## config.mk

```make
export PLATFORM = sky130hd
export DESIGN_NAME = qpolicy_reader
export DESIGN_NICKNAME = d
export VERILOG_FILES = /design/src/rtl/qpolicy_reader.sv
export SDC_FILE = /design/constraint.sdc
export NUM_CORES = 1
export LEC_CHECK = 0
export CAP_MARGIN = 5
export CORE_MARGIN = 5
export CORE_UTILIZATION = 48
export DETAILED_ROUTE_END_ITERATION = 8
export GPL_TIMING_DRIVEN = 0
export PLACE_DENSITY_LB_ADDON = 0.15
export SYNTH_ARGS = -nofsm -noshare
export SYNTH_HDL_FRONTEND = slang
export SYNTH_SLANG_ARGS = --single-unit
export TNS_END_PERCENT = 5
```

## constraint.sdc

```tcl
create_clock -name i_clk -period 2.67 [get_ports i_clk]
set_input_delay 0.6675 -clock i_clk [delete_from_list [all_inputs] [get_ports i_clk]]
set_output_delay 0.6675 -clock i_clk [all_outputs]
set_load 0.03 [all_outputs]
```

## src/rtl/qpolicy_reader.sv

```systemverilog
// Greedy policy walker: reads four Q entries per state, picks the best action,
// follows the next-state table and hands each step to a valid/ready consumer.
module qpolicy_reader #(
  parameter int STATE_WIDTH = 6,
  parameter int ADDR_WIDTH  = 8,
  parameter int DATA_WIDTH  = 8,
  parameter int MAX_STEPS   = 64
) (
  input  logic                    i_clk,
  input  logic                    i_rst_n,
  input  logic                    i_start,
  input  logic [STATE_WIDTH-1:0]  i_start_state,
  input  logic [STATE_WIDTH-1:0]  i_end_state,
  output logic                    o_busy,
  output logic                    o_q_rd,
  output logic [ADDR_WIDTH-1:0]   o_q_addr,
  input  logic [DATA_WIDTH-1:0]   i_q_data,
  output logic                    o_ns_rd,
  output logic [ADDR_WIDTH-1:0]   o_ns_addr,
  input  logic [ADDR_WIDTH-1:0]   i_ns_data,
  output logic                    o_step_valid,
  input  logic                    i_step_ready,
  output logic [STATE_WIDTH-1:0]  o_step_state,
  output logic [1:0]              o_step_action,
  output logic [DATA_WIDTH-1:0]   o_step_q,
  output logic                    o_done,
  output logic                    o_done_limit,
  output logic [STATE_WIDTH:0]    o_step_count
);

  localparam logic [2:0] ST_IDLE = 3'd0;
  localparam logic [2:0] ST_READ = 3'd1;
  localparam logic [2:0] ST_WAIT = 3'd2;
  localparam logic [2:0] ST_NS   = 3'd3;
  localparam logic [2:0] ST_EMIT = 3'd4;
  localparam logic [2:0] ST_DONE = 3'd5;

  localparam logic [STATE_WIDTH:0] MAX_CNT = (STATE_WIDTH+1)'(MAX_STEPS);

  logic [2:0]             state_q, state_d;
  logic [STATE_WIDTH-1:0] s_q, s_d;
  logic [STATE_WIDTH-1:0] end_q, end_d;
  logic [STATE_WIDTH-1:0] next_s_q, next_s_d;
  logic [1:0]             act_q, act_d;
  logic [1:0]             cmp_act_q, cmp_act_d;
  logic                   cmp_en_q, cmp_en_d;
  logic [1:0]             best_act_q, best_act_d;
  logic [DATA_WIDTH-1:0]  best_q, best_d;
  logic                   ns_pend_q, ns_pend_d;
  logic [STATE_WIDTH:0]   count_q, count_d;
  logic                   limit_q, limit_d;
  logic [STATE_WIDTH-1:0] ns_eff;

  // Next-state data lands in the first EMIT cycle; later cycles use the copy.
  assign ns_eff = ns_pend_q ? i_ns_data[STATE_WIDTH-1:0] : next_s_q;

  always_comb begin
    state_d    = state_q;
    s_d        = s_q;
    end_d      = end_q;
    next_s_d   = next_s_q;
    act_d      = act_q;
    best_act_d = best_act_q;
    best_d     = best_q;
    ns_pend_d  = 1'b0;
    count_d    = count_q;
    limit_d    = limit_q;
    cmp_en_d   = (state_q == ST_READ);
    cmp_act_d  = act_q;

    case (state_q)
      ST_IDLE: begin
        if (i_start) begin
          s_d     = i_start_state;
          end_d   = i_end_state;
          count_d = '0;
          limit_d = 1'b0;
          act_d   = 2'd0;
          state_d = (i_start_state == i_end_state) ? ST_DONE : ST_READ;
        end
      end
      ST_READ: begin
        act_d = act_q + 2'd1;
        if (act_q == 2'd3) state_d = ST_WAIT;
      end
      ST_WAIT: state_d = ST_NS;
      ST_NS: begin
        ns_pend_d = 1'b1;
        state_d   = ST_EMIT;
      end
      ST_EMIT: begin
        next_s_d = ns_eff;
        if (i_step_ready) begin
          count_d = count_q + (STATE_WIDTH+1)'(1);
          s_d     = ns_eff;
          act_d   = 2'd0;
          if (ns_eff == end_q) begin
            limit_d = 1'b0;
            state_d = ST_DONE;
          end else if (count_d == MAX_CNT) begin
            limit_d = 1'b1;
            state_d = ST_DONE;
          end else begin
            state_d = ST_READ;
          end
        end
      end
      ST_DONE: state_d = ST_IDLE;
      default: state_d = ST_IDLE;
    endcase

    // Strictly-greater replacement keeps the lowest action on ties.
    if (cmp_en_q && ((cmp_act_q == 2'd0) || (i_q_data > best_q))) begin
      best_d     = i_q_data;
      best_act_d = cmp_act_q;
    end
  end

  always_ff @(posedge i_clk or negedge i_rst_n) begin
    if (!i_rst_n) begin
      state_q    <= ST_IDLE;
      s_q        <= '0;
      end_q      <= '0;
      next_s_q   <= '0;
      act_q      <= '0;
      cmp_act_q  <= '0;
      cmp_en_q   <= 1'b0;
      best_act_q <= '0;
      best_q     <= '0;
      ns_pend_q  <= 1'b0;
      count_q    <= '0;
      limit_q    <= 1'b0;
    end else begin
      state_q    <= state_d;
      s_q        <= s_d;
      end_q      <= end_d;
      next_s_q   <= next_s_d;
      act_q      <= act_d;
      cmp_act_q  <= cmp_act_d;
      cmp_en_q   <= cmp_en_d;
      best_act_q <= best_act_d;
      best_q     <= best_d;
      ns_pend_q  <= ns_pend_d;
      count_q    <= count_d;
      limit_q    <= limit_d;
    end
  end

  always_comb begin
    o_busy        = (state_q != ST_IDLE);
    o_q_rd        = (state_q == ST_READ);
    o_q_addr      = o_q_rd ? {s_q, act_q} : '0;
    o_ns_rd       = (state_q == ST_NS);
    o_ns_addr     = o_ns_rd ? {s_q, best_act_q} : '0;
    o_step_valid  = (state_q == ST_EMIT);
    o_step_state  = o_step_valid ? s_q : '0;
    o_step_action = o_step_valid ? best_act_q : 2'd0;
    o_step_q      = o_step_valid ? best_q : '0;
    o_done        = (state_q == ST_DONE);
    o_done_limit  = o_done & limit_q;
    o_step_count  = count_q;
  end

endmodule

```

==> metrics.yaml, run 1 <==
clocking:
  cts_buffers: 5
  clock_latency_ps: 300
  htree_levels: 2
  root_buffer: "clkbuf_8"
  clockBufferDepth: 2
  cts_tree: "done"
  hold_buffers: 0
  clkSlewWorstSetupHoldPaths_ps: 80
  cts_num_sinks: 45
floorplan:
  ioPinCount: 77
  start_util: 0.486
  dieWidth_microns: 84.2
  fp.dieArea_sq_mm: 0.00709
  row_count: 27
  die_h_microns: 84.2
  core_sq_mm: 0.00544
drt:
  postRouteAntennaNets: 0
  drc: 0
  drtIter0Drc: 114
  wirelength_mm: 6.59
  wl_per_cell_microns: 15.5
  viasPerCell: 5.31
  firstDrtPassIters: 4
  num_vias: 2250
synth:
  syn_inst: 269
  yosys-top-cells-area: "dfrtp_1, and2_1, ha_1"
  synth.largest_area_cell: "dfrtp_1"
  ys_ff_latch: 45
  synth_top_area_share: 0.426
  synth_area_sq_mm: 0.00264
  synth-async-reset-ratio: 1.00
  postSynthAreaPerCell_sq_um: 9.82
  ys_seq_area_frac: 0.426
  ys_types: 51
  synth-edff-count: 0
  ys.flop_type: "dfrtp_1"
  syn_nets: 312
  synth_warnings: 0
grt:
  grt_pass1_wl_mm: 10.6
  track_usage: 0.187
  overflow: 0
  first_global_vias: 2152
  grt_max_degree: 31
  antenna_found_initial: 0
layout:
  synthToLayoutAreaGrowth_pct: 33.8
  final_common_cell: "dfrtp_1"
  drive_gt1_frac: 0.173
  n_antenna_cell: 0
  final_area_sq_mm: 0.00353
  mostFrequentLayoutCells: "dfrtp_1, clkdlybuf4s50_1, and2_1, o21ai_0, nand2_1"
  nets: 394
  nFillCells: 483
setup_path:
  start_kind: "register"
  r2r-start: "best_q[2]"
  cp_max_fo: 10
  r2r_slack_ps: 510
  r2r_cells: 8
  cp-end-kind: "output port"
  criticalPathCategory: "register to output port"
  regToRegEndpoint: "best_q[5]"
  cp.arrival_ps: 1980
  critPathRequiredTime_ps: 2000
power_and_ir_drop:
  cellPowerDensity_mw_per_mm2: 952
  ir_worst_vdd_uv: 561
  p_leak_nw: 1.64
  fin_total_pwr_w: 0.00336
placed_design:
  routabilityCongestion: 0.816
  dpl_cell_area_sq_mm: 0.00349
  io_buffers: 74
  hpwl_mm: 5.05
sta:
  clock.fmax_ghz: 0.378
  finalCritPeriodShare: 0.992
  worst_pin_slew_ps: 524
  rsz0062_at_grt: "true"
  max-slew-margin-rel: 0.651
  fin_tns_setup_ps: 0
  maxSlewViolCount: 0
  finalSetupViolations: 0
  period_needed_ps: 2650
  finClkSkew_ps: 7.79
  hold_violations: 0
flow_run:
  maxCapViolations: 0
min_path:
  hp-class: "primary input to async pin"
outcome:
  outcome: "completed"
logic make-up after synthesis:
family | share of synthesized area
flip-flops | 0.426
AO/OA/AOI/OAI | 0.142
multiplexers | 0.0938
AND/OR/NAND/NOR | 0.189
adder cells (fa/ha/maj) | 0.0521
buffers and inverters | 0.0441
XOR/XNOR | 0.0531
sequential cells by signal (all words and copies together) (netlist names):
| name | count |
|---|---|
| cmp_act_q | 2 |
| best_q | 8 |
| best_act_q | 2 |
| end_q | 6 |
| ns_pend_q | 1 |
| act_q | 2 |
| limit_q | 1 |
| s_q | 6 |
| next_s_q | 6 |
| cmp_en_q | 1 |
| state_q | 3 |
| o_step_count | 7 |
where the power goes:
group / internal [W] / switching (W) / total [W]
registers: 0.000962 / 0.000188 / 0.00115
logic: 0.000832 / 0.000965 / 0.00180
clock network: 0.000186 / 0.000228 / 0.000415
total: 0.00198 / 0.00138 / 0.00336
layer usage:
metal / routed length [microns] / part of all wire / GRT usage / vias to the layer above
met1: 2830 / 0.43 / 0.236 / 1067
met2: 3270 / 0.50 / 0.320 / 67
li1: - / - / - / 1107
met3: 413 / 0.063 / 0.0481 / 9
met5: 0 / 0 / 0 / -
met4: 78 / 0.012 / 0.0468 / 0
worst max-delay path by stage:
stage / start / end / slack, ps / cells past startpoint
3_5_place_dp: state_q[0] / o_step_q[0] / -300 / 5
2_1_floorplan: state_q[2] / o_done_limit / 140 / 3
3_3_place_gp: i_rst_n / o_step_count[6] / -320 / 1
4_1_cts: state_q[0] / o_step_state[4] / 0.6 / 5
5_1_grt: state_q[0] / o_step_state[4] / -60 / 5
6_report: state_q[0] / o_step_state[4] / 20 / 5
metrics by stage:
step,instances,util,setup WS (ps),hold WS (ps)
after floorplan,269,-,145,372
after global placement,415,0.638,-316,408
after detailed placement,416,0.641,-301,417
after CTS,424,0.657,0.647,291
after global routing,424,0.650,-61.1,307
final,424,0.650,22.0,279
synth_stat cells, types with 4 or more instances:
master and instances:
dfrtp_1 45, nor2_1 18, a31oi_1 4, mux2i_1 6, o21ai_0 26, and2_1 26, xnor2_1 13, mux2_4 8
inv_1 13, mux2_2 6, clkbuf_1 7, ha_1 11, nand3_1 6, o21a_1 6, a21oi_1 5, nand2_1 23
timing repair:
item / 4_1_cts / 5_1_grt
endpoints found under the hold margin: 0 / 0
setup buffers: 0 / 0
setup endpoints to repair: 37 / 34
gates resized for setup: 64 / 30
worst max-delay path, stage by stage, from the launching register on:
cell and delay (ps):
dfrtp_1 360, buf_2 180, nor3b_4 350, buf_4 270
and2_1 140, dlygate4sd2_1 390
layout make-up:
class / count / area [sq um] / area share
repair buffers: 75 / 689 / 0.195
multi-input cells: 198 / 1420 / 0.401
plain buffers: 13 / 81.3 / 0.0230
clock buffers: 8 / 80.1 / 0.0227
well taps: 72 / 90.1 / 0.0255
flip-flops and latches: 45 / 1130 / 0.319
inverters: 13 / 48.8 / 0.0138
Power figures use the tool's default switching activity.
==> inputs of run 2 (changes only) <==
CORE_MARGIN = 3   (was 5)
==> run 2 against run 1 <==
  * Flip-flop and latch count stayed put
  * Cell area is 0.57% lower
  * Worst hold slack better by 30 ps
  * Critical path type unchanged
==> metrics.yaml, run 2 (synthesis results as in run 1) <==
flow_run:
  maxCapViolations: 0  # unchanged
grt:
  track_usage: 0.215  # +0.0280
  first_global_vias: 2268  # +5.4%
  grt_max_degree: 28  # -9.7%
  grt_pass1_wl_mm: 10.7  # +1.2%
  antenna_found_initial: 0  # unchanged
  overflow: 0  # unchanged
layout:
  synthToLayoutAreaGrowth_pct: 33.0
  mostFrequentLayoutCells: "dfrtp_1, clkdlybuf4s50_1, and2_1, o21ai_0, nand2_1"
  drive_gt1_frac: 0.188  # +0.0142
  nFillCells: 450  # -6.8%
  nets: 396  # +0.51%
  final_area_sq_mm: 0.00351  # -0.57%
  final_common_cell: "dfrtp_1"
  largest_reg_flops: 8  # unchanged
  fin_util: 0.675  # +0.0254
  n_antenna_cell: 0  # unchanged
  top_register: "best_q"
  stdcell_count: 422  # -0.47%
placed_design:
  io_buffers: 74  # unchanged
  routabilityCongestion: 0.874  # +7.1%
  hpwl_mm: 5.00  # -0.98%
  dpl_cell_area_sq_mm: 0.00348  # about the same
  dp.cells: 414  # -0.48%
setup_path:
  crit_slowest_cell: "dfrtp_1"
  r2r_slack_ps: 540  # +30 ps
  cp_max_fo: 11  # +1
  cp.arrival_ps: 1940  # -40 ps
  path_delay_family: "buffers and inverters"
  cp-end-kind: "output port"
  criticalPathCategory: "register to output port"
  critPathRequiredTime_ps: 2000  # about the same
  cp_cell_sequence: "clkbuf_2 -> nand2_1 -> nor2_4 -> and2_1 -> dlygate4sd2_1"
  slowest_delay_ps: 440  # +50 ps
  critPathBufInv: 2  # -1
  start_kind: "register"
drt:
  drc: 0  # unchanged
  wl_per_cell_microns: 15.7  # +0.89%
  drtIter0Drc: 122  # +7.0%
  num_vias: 2274  # +1.1%
  firstDrtPassIters: 4  # unchanged
  viasPerCell: 5.39  # +1.5%
  wirelength_mm: 6.62  # +0.41%
  postRouteAntennaNets: 0  # unchanged
floorplan:
  core_sq_mm: 0.00520  # -4.3%
  die_h_microns: 80.2  # -4.8%
  fp.dieArea_sq_mm: 0.00643  # -9.3%
  start_util: 0.507  # +0.0218
  dieWidth_microns: 80.2  # -4.8%
  row_count: 26  # -3.7%
  ioPinCount: 77  # unchanged
outcome:
  outcome: "completed"
clocking:
  clockBufferDepth: 2  # unchanged
  htree_levels: 2  # unchanged
  clock_latency_ps: 300  # about the same
  cts_buffers: 5  # unchanged
  root_buffer: "clkbuf_8"
  cts_num_sinks: 45  # unchanged
  clkSlewWorstSetupHoldPaths_ps: 90  # about the same
  cts_tree: "done"
sta:
  worst_pin_slew_ps: 522  # -2.01 ps
  hold_violations: 0  # unchanged
  finClkSkew_ps: 8.42  # +0.634 ps
  period_needed_ps: 2600  # -44.3 ps
  finalCritPeriodShare: 0.975  # -0.0166
  clock.fmax_ghz: 0.384  # +1.7%
  max-slew-margin-rel: 0.652  # +0.00134
  fin_tns_setup_ps: 0  # unchanged
  finalSetupViolations: 0  # unchanged
  maxSlewViolCount: 0  # unchanged
  whs_ps: 309  # +30.2 ps
power_and_ir_drop:
  p_leak_nw: 1.65  # +0.34%
  cellPowerDensity_mw_per_mm2: 953  # +0.11%
  ir_worst_vdd_uv: 486  # -13%
min_path:
  hp-class: "primary input to async pin"
## run 2: timing repair
| item | in CTS | in global routing |
|---|---|---|
| resized for setup | 59 | 36 |
| hold buffers | 0 | 0 |
| pin swaps | 0 | 1 |
| setup endpoints to repair | 37 | 25 |
| setup buffers | 0 | 2 |
## run 2: layer usage
layer | part of all wire | up-vias | track usage | wire length, microns
li1 | - | 1094 | - | -
met1 | 0.44 | 1092 | 0.277 | 2880
met2 | 0.50 | 74 | 0.367 | 3300
met3 | 0.047 | 14 | 0.0336 | 309
met4 | 0.019 | 0 | 0.0709 | 125
met5 | 0 | - | 0 | 0
## run 2: power by group
| part | switching (W) | internal (W) | total (W) |
|---|---|---|---|
| Clock | 0.000222 | 0.000173 | 0.000395 |
| Combinational | 0.000977 | 0.000820 | 0.00180 |
| Sequential | 0.000193 | 0.000963 | 0.00116 |
| Total | 0.00139 | 0.00196 | 0.00335 |
## run 2: stage by stage
step,setup WS (ps),total power [W]
finish,66.3,0.00335
global route,-4.58,0.00358
CTS,-18.8,0.00336
detailed placement,-313,0.00300
global placement,-367,0.00293
floorplan,145,0.00243
## run 2: final cells by class
cell class / count / area [sq um] / share of cell area
Multi-Input combinational cell: 198 / 1420 / 0.403
Sequential cell: 45 / 1130 / 0.321
Timing Repair Buffer: 77 / 678 / 0.193
Tap cell: 70 / 87.6 / 0.0249
Buffer: 13 / 81.3 / 0.0231
Clock buffer: 5 / 68.8 / 0.0196
Inverter: 13 / 48.8 / 0.0139
Clock inverter: 1 / 5.00 / 0.00142
## run 2: worst paths after layout
path                             from         endpoint  cells past startpoint
max reg2reg                 best_q[2]        best_q[6]                      8
min in group i_clk           act_q[1]     cmp_act_q[1]                      0
min reg2reg                  act_q[1]     cmp_act_q[1]                      0
max in group asynchronous     i_rst_n  o_step_count[5]                      2
max                        state_q[1]     o_ns_addr[2]                      5
min                           i_rst_n        best_q[1]                      1
==> inputs of run 3 (changes only) <==
SKIP_LAST_GASP = 1   (was unset)
==> run 3 against run 2 <==
  * The run now ends with setup timing left
  * Via count fell by 0.44%
  * First-iteration DRC count fell by 0.82%
  * Highest routed layer unchanged
  * Largest cell class unchanged
  * Worst setup slack got worse by 310 ps
  * Register-to-register slack barely moved
  * Core utilization rose by 1.1 points
  * Non-clock buffer count fell by 2
==> metrics.yaml, run 3 (synthesis results as in run 1) <==
drt:
  wirelength_mm: 6.56  # -0.91%
  postRouteAntennaNets: 0  # unchanged
  routed.top_layer: "met4"
  firstDrtPassIters: 4  # unchanged
  num_vias: 2264  # -0.44%
  drtIter0Drc: 121  # -0.82%
  drc: 0  # unchanged
  viasPerCell: 5.39  # about the same
  met2_length_mm: 3.28  # -0.61%
  wl_per_cell_microns: 15.6  # -0.43%
  drt-met1-wl_mm: 2.87  # -0.38%
  wl_met3_microns: 281  # -9.1%
grt:
  overflow: 0  # unchanged
  antenna_found_initial: 0  # unchanged
  track_usage: 0.215  # +0.000238
  grt_pass1_wl_mm: 10.7  # +0.12%
  first_global_vias: 2270  # +0.088%
  grt_max_degree: 28  # unchanged
setup_path:
  r2r-start: "best_q[2]"
  start_kind: "register"
  crit_slowest_cell: "clkdlybuf4s50_1"
  cp_max_fo: 10  # -1
  path_delay_family: "buffers and inverters"
  r2r_cells: 8  # unchanged
  cp_num_cells: 5  # unchanged
  cp_cell_sequence: "buf_2 -> nor3b_4 -> inv_1 -> nor2_1 -> clkdlybuf4s50_1"
  slowest_delay_ps: 680  # +240 ps
  endpoint: "o_step_q[1]"
  cp.arrival_ps: 2250  # +310 ps
  regToRegEndpoint: "best_q[6]"
  critPathRequiredTime_ps: 2000  # about the same
  cp-end-kind: "output port"
  criticalPathCategory: "register to output port"
  r2r_slack_ps: 540  # about the same
  critPathBufInv: 3  # +1
  startpoint: "state_q[0]"
sta:
  worst_pin_slew_ps: 510  # -12.2 ps
  finClkSkew_ps: 5.88  # -2.54 ps
  maxSlewViolCount: 0  # unchanged
  fin_tns_setup_ps: -2830  # -2830 ps
  rsz0062_at_grt: "true"
  whs_ps: 311  # +1.92 ps
  finalSetupViolations: 32  # +32
  setup_slack_ps: -245  # -311 ps
  hold_violations: 0  # unchanged
  finalCritPeriodShare: 1.09  # +0.117
  period_needed_ps: 2920  # +311 ps
  clock.fmax_ghz: 0.343  # -11%
  max-slew-margin-rel: 0.660  # +0.00814
power_and_ir_drop:
  swShare: 0.412  # -0.00378
  p_leak_nw: 1.67  # +1.2%
  seqPwrFrac: 0.344  # about the same
  power_frac_comb: 0.539  # +0.002
  cellPowerDensity_mw_per_mm2: 941  # -1.3%
  ir_worst_vdd_uv: 486  # about the same
  internal_power_w: 0.00198  # +1.0%
  switching_power_w: 0.00138  # -0.51%
  fin_total_pwr_w: 0.00336  # +0.40%
  clkPwrFrac: 0.117  # about the same
flow_run:
  maxCapViolations: 0  # unchanged
min_path:
  hp-class: "primary input to async pin"
floorplan:
  row_count: 26  # unchanged
  core_sq_mm: 0.00520  # unchanged
  die_h_microns: 80.2  # unchanged
  fp.dieArea_sq_mm: 0.00643  # unchanged
  start_util: 0.507  # unchanged
  ioPinCount: 77  # unchanged
  dieWidth_microns: 80.2  # unchanged
placed_design:
  routabilityCongestion: 0.874  # unchanged
  dpl_cell_area_sq_mm: 0.00348  # unchanged
  io_buffers: 74  # unchanged
  hpwl_mm: 5.00  # unchanged
layout:
  drive_gt1_frac: 0.117  # -0.0704
  n_antenna_cell: 0  # unchanged
  nFillCells: 446  # -0.89%
  synthToLayoutAreaGrowth_pct: 35.2
  top_register: "best_q"
  mostFrequentLayoutCells: "clkdlybuf4s50_1, dfrtp_1, and2_1, o21ai_0, nand2_1"
  final_area_sq_mm: 0.00357  # +1.7%
  nets: 394  # -0.51%
  final_common_cell: "clkdlybuf4s50_1"
  largest_reg_flops: 8  # unchanged
clocking:
  root_buffer: "clkbuf_8"
  cts_tree: "done"
  cts_num_sinks: 45  # unchanged
  clock_latency_ps: 300  # about the same
  cts_buffers: 5  # unchanged
  clockBufferDepth: 2  # unchanged
  clkSlewWorstSetupHoldPaths_ps: 80  # about the same
  htree_levels: 2  # unchanged
outcome:
  violations: "setup timing"
  outcome: "finished with violations"
[run 3: routing by layer]
metal  track usage  up-vias
met5             0        -
met4        0.0709        0
met3        0.0336       15
met2         0.367       75
met1         0.278     1083
li1              -     1091
[run 3: final cells by class]
type	count	area (sq um)	share of cell area
inverters	13	48.8	0.0137
repair buffers	75	742	0.208
multi-input cells	198	1410	0.395
flip-flops and latches	45	1130	0.315
clock buffers	5	68.8	0.0193
well taps	70	87.6	0.0245
plain buffers	13	81.3	0.0228
clock inverters	1	5.00	0.00140
[run 3: how the worst min path moves through the flow]
| stage | start | slack, ps | end |
|---|---|---|---|
| 6_report | i_rst_n | 310 | best_q[1] |
| 5_1_grt | i_rst_n | 340 | best_q[1] |
| 4_1_cts | i_rst_n | 330 | best_q[1] |
| 3_5_place_dp | act_q[1] | 420 | cmp_act_q[1] |
| 3_3_place_gp | act_q[1] | 410 | cmp_act_q[1] |
| 2_1_floorplan | i_rst_n | 370 | act_q[0] |
[run 3: power by group through the flow]
| stage | Clock [W] | Sequential, W | Combinational (W) |
|---|---|---|---|
| 5_1_grt | 0.000423 | 0.00120 | 0.00197 |
| 3_3_place_gp | 0 | 0.00115 | 0.00178 |
| 4_1_cts | 0.000401 | 0.00115 | 0.00182 |
| 3_5_place_dp | 0 | 0.00117 | 0.00184 |
| 2_1_floorplan | 0 | 0.00112 | 0.00131 |
| 6_report | 0.000392 | 0.00116 | 0.00181 |
[run 3: metrics by stage]
step           utilization  cells  worst slack, ps
2_1_floorplan            -    269              145
3_3_place_gp         0.667    413             -367
3_5_place_dp         0.669    414             -313
4_1_cts              0.685    420             -252
5_1_grt              0.686    420             -380
6_report             0.686    420             -245
[run 3: what timing repair did]
item / in CTS / in global routing
setup endpoints to repair: 37 / 37
cloned: 0 / 0
hold buffers: 0 / 0
pin swaps: 0 / 0
buffers inserted: 0 / 0
gates resized for setup: 28 / 3
